<file path="src/rtl/dmem_arbiter.sv">
// Two-requester arbiter for the single data-memory port: core (port 0) wins by default,
// the loader (port 1) is forced through after STARVE_LIMIT consecutive core wins; reads return via a tag pipeline.
module dmem_arbiter #(
  parameter int ADDR_W       = 7,
  parameter int DATA_W       = 32,
  parameter int RD_LAT       = 1,
  parameter int STARVE_LIMIT = 4
) (
  input  logic              clk,
  input  logic              rst_n,
  input  logic              m0_req,
  input  logic              m0_we,
  input  logic [ADDR_W-1:0] m0_addr,
  input  logic [DATA_W-1:0] m0_wdata,
  output logic              m0_gnt,
  output logic              m0_rvalid,
  output logic [DATA_W-1:0] m0_rdata,
  input  logic              m1_req,
  input  logic              m1_we,
  input  logic [ADDR_W-1:0] m1_addr,
  input  logic [DATA_W-1:0] m1_wdata,
  output logic              m1_gnt,
  output logic              m1_rvalid,
  output logic [DATA_W-1:0] m1_rdata,
  output logic              CEN,
  output logic              WEN,
  output logic              OEN,
  output logic [ADDR_W-1:0] A,
  output logic [DATA_W-1:0] Data2Mem,
  input  logic [DATA_W-1:0] ReadDataMem
);

  localparam logic [3:0] LIMIT = 4'(STARVE_LIMIT);

  logic [3:0]        starve_cnt;
  logic [3:0]        starve_nxt;
  logic              any_gnt;
  logic              sel_we;
  logic [ADDR_W-1:0] sel_addr;
  logic [DATA_W-1:0] sel_wdata;
  logic              rd_issue;
  logic [RD_LAT-1:0] tag_vld;
  logic [RD_LAT-1:0] tag_port;

  // Grants are masked while in reset so the memory stays idle even with requests held.
  always_comb begin
    m0_gnt = 1'b0;
    m1_gnt = 1'b0;
    if (rst_n) begin
      if (m0_req && m1_req) begin
        if (starve_cnt == LIMIT) m1_gnt = 1'b1;
        else                     m0_gnt = 1'b1;
      end else if (m0_req) begin
        m0_gnt = 1'b1;
      end else if (m1_req) begin
        m1_gnt = 1'b1;
      end
    end
  end

  always_comb begin
    starve_nxt = starve_cnt;
    if (!m1_req || m1_gnt)
      starve_nxt = 4'd0;
    else if (m0_gnt && starve_cnt != LIMIT)
      starve_nxt = starve_cnt + 4'd1;
  end

  always_ff @(posedge clk or negedge rst_n) begin
    if (!rst_n) starve_cnt <= 4'd0;
    else        starve_cnt <= starve_nxt;
  end

  assign any_gnt   = m0_gnt | m1_gnt;
  assign sel_we    = m1_gnt ? m1_we    : m0_we;
  assign sel_addr  = m1_gnt ? m1_addr  : m0_addr;
  assign sel_wdata = m1_gnt ? m1_wdata : m0_wdata;
  assign rd_issue  = any_gnt & ~sel_we;

  assign CEN      = ~any_gnt;
  assign WEN      = ~(any_gnt & sel_we);
  assign OEN      = ~rd_issue;
  assign A        = any_gnt ? sel_addr : '0;
  assign Data2Mem = (any_gnt && sel_we) ? sel_wdata : '0;

  // Tag pipeline: one stage per cycle of memory read latency, so the exiting tag lines up with ReadDataMem.
  always_ff @(posedge clk or negedge rst_n) begin
    if (!rst_n) begin
      tag_vld  <= '0;
      tag_port <= '0;
    end else begin
      tag_vld[0]  <= rd_issue;
      tag_port[0] <= m1_gnt;
      for (int i = 1; i < RD_LAT; i++) begin
        tag_vld[i]  <= tag_vld[i-1];
        tag_port[i] <= tag_port[i-1];
      end
    end
  end

  assign m0_rvalid = tag_vld[RD_LAT-1] & ~tag_port[RD_LAT-1];
  assign m1_rvalid = tag_vld[RD_LAT-1] &  tag_port[RD_LAT-1];
  assign m0_rdata  = m0_rvalid ? ReadDataMem : '0;
  assign m1_rdata  = m1_rvalid ? ReadDataMem : '0;

endmodule
</file>
<file path="config.mk">
export PLATFORM = sky130hd
export DESIGN_NAME = dmem_arbiter
export DESIGN_NICKNAME = d
export VERILOG_FILES = /design/src/rtl/dmem_arbiter.sv
export SDC_FILE = /design/constraint.sdc
export NUM_CORES = 1
export LEC_CHECK = 0
export ABC_AREA = 1
export ABC_CLOCK_PERIOD_IN_PS = 3200
export CAP_MARGIN = 20
export CORE_AREA = 2 2 89 91
export CTS_CLUSTER_DIAMETER = 60
export DETAILED_ROUTE_END_ITERATION = 16
export DIE_AREA = 0 0 91 93
export PLACE_DENSITY = 0.8
export SETUP_SLACK_MARGIN = 0.1
export SLEW_MARGIN = 20
export SYNTH_ARGS = -nofsm -noshare
export SYNTH_HDL_FRONTEND = slang
export SYNTH_SLANG_ARGS = --single-unit
</file>
<file path="constraint.sdc">
create_clock -name clk -period 3.2 [get_ports clk]
set_input_delay 0.64 -clock clk [delete_from_list [all_inputs] [get_ports clk]]
set_output_delay 0.64 -clock clk [all_outputs]
set_load 0.005 [all_outputs]
</file>
==> impl_summary.txt <==
----------------------------------------------------
[Outcome]
  Status ... complete, no violations

[CTS]
  Clock Root Buffer ... clkbuf_8
  CTS clock-pin slew for the worst setup and hold paths ... 0.03 ns
  Number of buffers created by CTS ... 3
  CTS tree ... built
  Clock latency of the later-clocked register in the worst-skew pair ... 0.22 ns
  H-tree levels ... 1
  Maximum buffer depth of the clock tree ... 2
  Clock Sinks ... 6

[Logic synthesis]
  Mapped Nets ... roughly 460
  Post-synthesis share of cell area spent on and, or, nand and nor gates ... between 60% and 70%
  Fraction of synthesized cell area in xor and xnor cells ... approximately 1.1%
  Portion of the post-synthesis area used by sequential elements ... 9.15%
  Synthesis warning total ... 0
  Main combinational cell family by area after synthesis ... simple AND/OR/NAND/NOR gates
  Synthesized-area fraction occupied by ao, oa, aoi and oai cells ... 3.51%
  Seq cells post-synth ... 6
  Post-synthesis cell type count ... 18
  Post-Synthesis Cells ... around 350
  Multiplexer fraction of the synthesized cell area ... 0%
  Post-synthesis share of cell area spent on full adders, half adders and majority gates ... approximately 1.5%
  Average instance area after synthesis ... 4.75 µm²
  Netlist area before placement ... 0.00164 mm²

[Timing]
  Worst slew slack as a fraction of its limit ... approximately two fifths
  Period utilisation layout ... a little over nine tenths
  Final-report hold violation count ... 0
  Endpoints failing setup ... 0
  Final sum of negative setup slack ... 0 ns
  Clk_skew ... 0.000660 ns
  Setup repair after global routing missed its margin ... true
  Clock period minus final worst setup slack ... roughly 3.1 ns
  Max Freq ... 0.326 GHz
  Final Slew Violations ... 0
  Slew at the pin with the worst max-slew slack ... 0.916 ns

[Pwr]
  Part of the total power dissipated in combinational logic ... 70.4%
  Proportion of power drawn by the clock network ... between 10% and 20%
  Worst IR drop on VDD ... 0.0813 mV
  Internal power ... 0.440 mW
  Power per cell area ... 151 mW/mm²
  Switching power share of the total ... between 30% and 40%
  Leakage ... roughly 2.2 nW
  Switching power ... a little over 0.2 mW
  Sequential share of power ... 12.5%

[Setup path]
  Kind of start point of the critical path ... input pin
  Worst Path Class, Setup ... in2out
  CP max stage delay ... 0.50 ns
  Cells along the critical path ... clkdlybuf4s50_1, nand2_2, inv_4, nand2_2, nand2_2, nand3_4, buf_12, nor2_1, clkdlybuf4s50_1
  Cell type with the highest occurrence count on the critical path ... nand2_2
  Arrival @ worst endpoint ... 2.43 ns
  Maximum fanout along the worst path ... 22
  Required time reported for the critical path endpoint ... 2.56 ns
  Element type at the critical path end ... output port
  Cell type of the slowest stage on the worst timing path ... clkdlybuf4s50_1

[Route]
  Number of remaining DRC errors ... 0
  Wire length per cell ... around 12 µm
  Detailed Routing Iterations Pass 1 ... 4
  DRT iter0 DRCs ... a little under 80
  Via density per instance ... 4.22
  Residual antenna-violating net count after detailed routing ... 0
  Total number of vias ... 2863
  Final wirelength ... 8210 µm

[Placement]
  Placed wire-length estimate after detailed placement ... 6820 µm
  Port buffer count ... 225
  Final RePlAce weighted congestion ... around 0.77
  Cells after DPL ... approximately 670

[Final layout]
  Final core utilization ... a little under three fifths
  Area of all sequential standard cells ... 150 µm²
  Fin cells ... 679
  Top library cells by usage in the layout, fill and taps aside ... 215 x clkdlybuf4s50_1, 79 x nor2_1, 77 x inv_1
  Most common cell after layout, fill and taps aside ... clkdlybuf4s50_1
  Share of post-route cells with drive strength above 1 ... around 11%
  Layout area overhead ... 158%
  Fill cell count ... 748
  Antenna Diode Count ... 0
  Total area of multi-input combinational cells ... 0.00110 mm²
  Number of nets in the finished design ... between 600 and 700

[Global route]
  Number of antenna violations at the first check in global routing ... 0
  Maximum number of pins on one net before global-route repair ... 34
  First-pass GRT wire length ... 12700 µm
  Grt total ovfl ... 0
  Via count of the first global-routing pass ... between 2000 and 3000
  GRT Overall Usage ... 18.0%

[Floorplan]
  Core Area ... between 0.007 and 0.008 mm²
  Initial cell density of the core ... 21.8%
  Die outline area ... ~0.0085 mm²
  Core Rows ... 32
  DIE WIDTH ... 91 µm
  Top-level port count ... between 200 and 250
  Vertical extent of the die ... 93 µm

[Run]
  Max-cap check violation count ... 0

[Min path]
  Hold crit path type ... reg2reg

----------------------------------------------------
## worst max-delay path: cells and delay by family
family	cells	cell delay, ns
and+or+nand+nor	5	0.49
buffers and inverters	4	1.29
## cell families (layout without fill, tap and decap cells)
family | after synthesis | count (layout)
AND/OR/NAND/NOR | 226 | 226
buffers and inverters | 98 | 330
AO/OA/AOI/OAI | 11 | 11
flip-flops | 6 | 6
adder cells (fa/ha/maj) | 2 | 2
XOR/XNOR | 2 | 2
## sequential cells by signal, summed over array words and instances, names as in the netlist
signal and flops:
tag_vld 1, starve_cnt 4, tag_port 1
## through the flow
step / total power [mW] / worst slack (ns) / cell area (µm²) / hold WS, ns
2_1_floorplan: 0.230 / 1.16 / 1640 / 0.344
3_3_place_gp: 0.519 / 0.104 / 4110 / 0.554
3_5_place_dp: 0.526 / 0.122 / 4110 / 0.553
4_1_cts: 0.640 / 0.0975 / 4150 / 0.562
5_1_grt: 0.693 / 0.0227 / 4240 / 0.617
6_report: 0.642 / 0.131 / 4240 / 0.555
## cell usage after synthesis
cell	n	area, µm²
clkbuf_1	9	33.8
nand3_4	1	17.5
a21oi_1	1	5.00
buf_6	3	33.8
o21ai_0	9	45.0
o21bai_1	1	7.51
dfrtp_1	6	150
nor2_1	79	297
nand3_1	37	185
nand2_2	3	18.8
inv_2	2	7.51
buf_2	7	35.0
xor2_1	2	17.5
inv_1	77	289
ha_1	2	25.0
nor2_2	29	181
nand2_1	76	285
or2_2	1	6.26
## power groups by stage
stage               Sequential (mW)  Clock [mW]  Combinational (mW)
global placement             0.0810           0               0.438
finish                       0.0803       0.110               0.452
detailed placement           0.0812           0               0.445
global route                 0.0808       0.118               0.494
CTS                          0.0803       0.113               0.447
floorplan                    0.0809           0               0.149
## what timing repair did
item | CTS | global route
gates cloned | 0 | 1
gates resized for setup | 0 | 20
setup buffers | 0 | 2
endpoints found under the setup margin | 1 | 40
hold buffers | 0 | 0
## routing by layer
metal | up-vias | global-route usage, % | part of all wire [%]
met5 | - | 0 | 0
li1 | 1453 | - | -
met4 | 0 | 6.31 | 2.4
met3 | 12 | 6.20 | 12
met1 | 1252 | 18.5 | 37
met2 | 146 | 33.9 | 49
## area by class of cell
| class | count | share of cell area (%) |
|---|---|---|
| inverters | 79 | 7.17 |
| repair buffers | 248 | 59.4 |
| clock buffers | 3 | 0.974 |
| well taps | 102 | 3.01 |
| flip-flops and latches | 6 | 3.54 |
| multi-input cells | 241 | 25.9 |
## final timing paths
| path | start | to | slack, ns | cells after the start |
|---|---|---|---|---|
| setup / recovery | rst_n | Data2Mem[1] | 0.13 | 9 |
| hold / removal | starve_cnt[3] | starve_cnt[3] | 0.56 | 2 |
| setup reg to reg | starve_cnt[0] | tag_vld | 1.68 | 9 |
| hold reg to reg | starve_cnt[3] | starve_cnt[3] | 0.56 | 2 |
| max in group asynchronous | rst_n | starve_cnt[3] | 2.23 | 3 |
| min in group asynchronous | rst_n | starve_cnt[1] | 0.86 | 3 |
(Power assumes the default switching activity.)
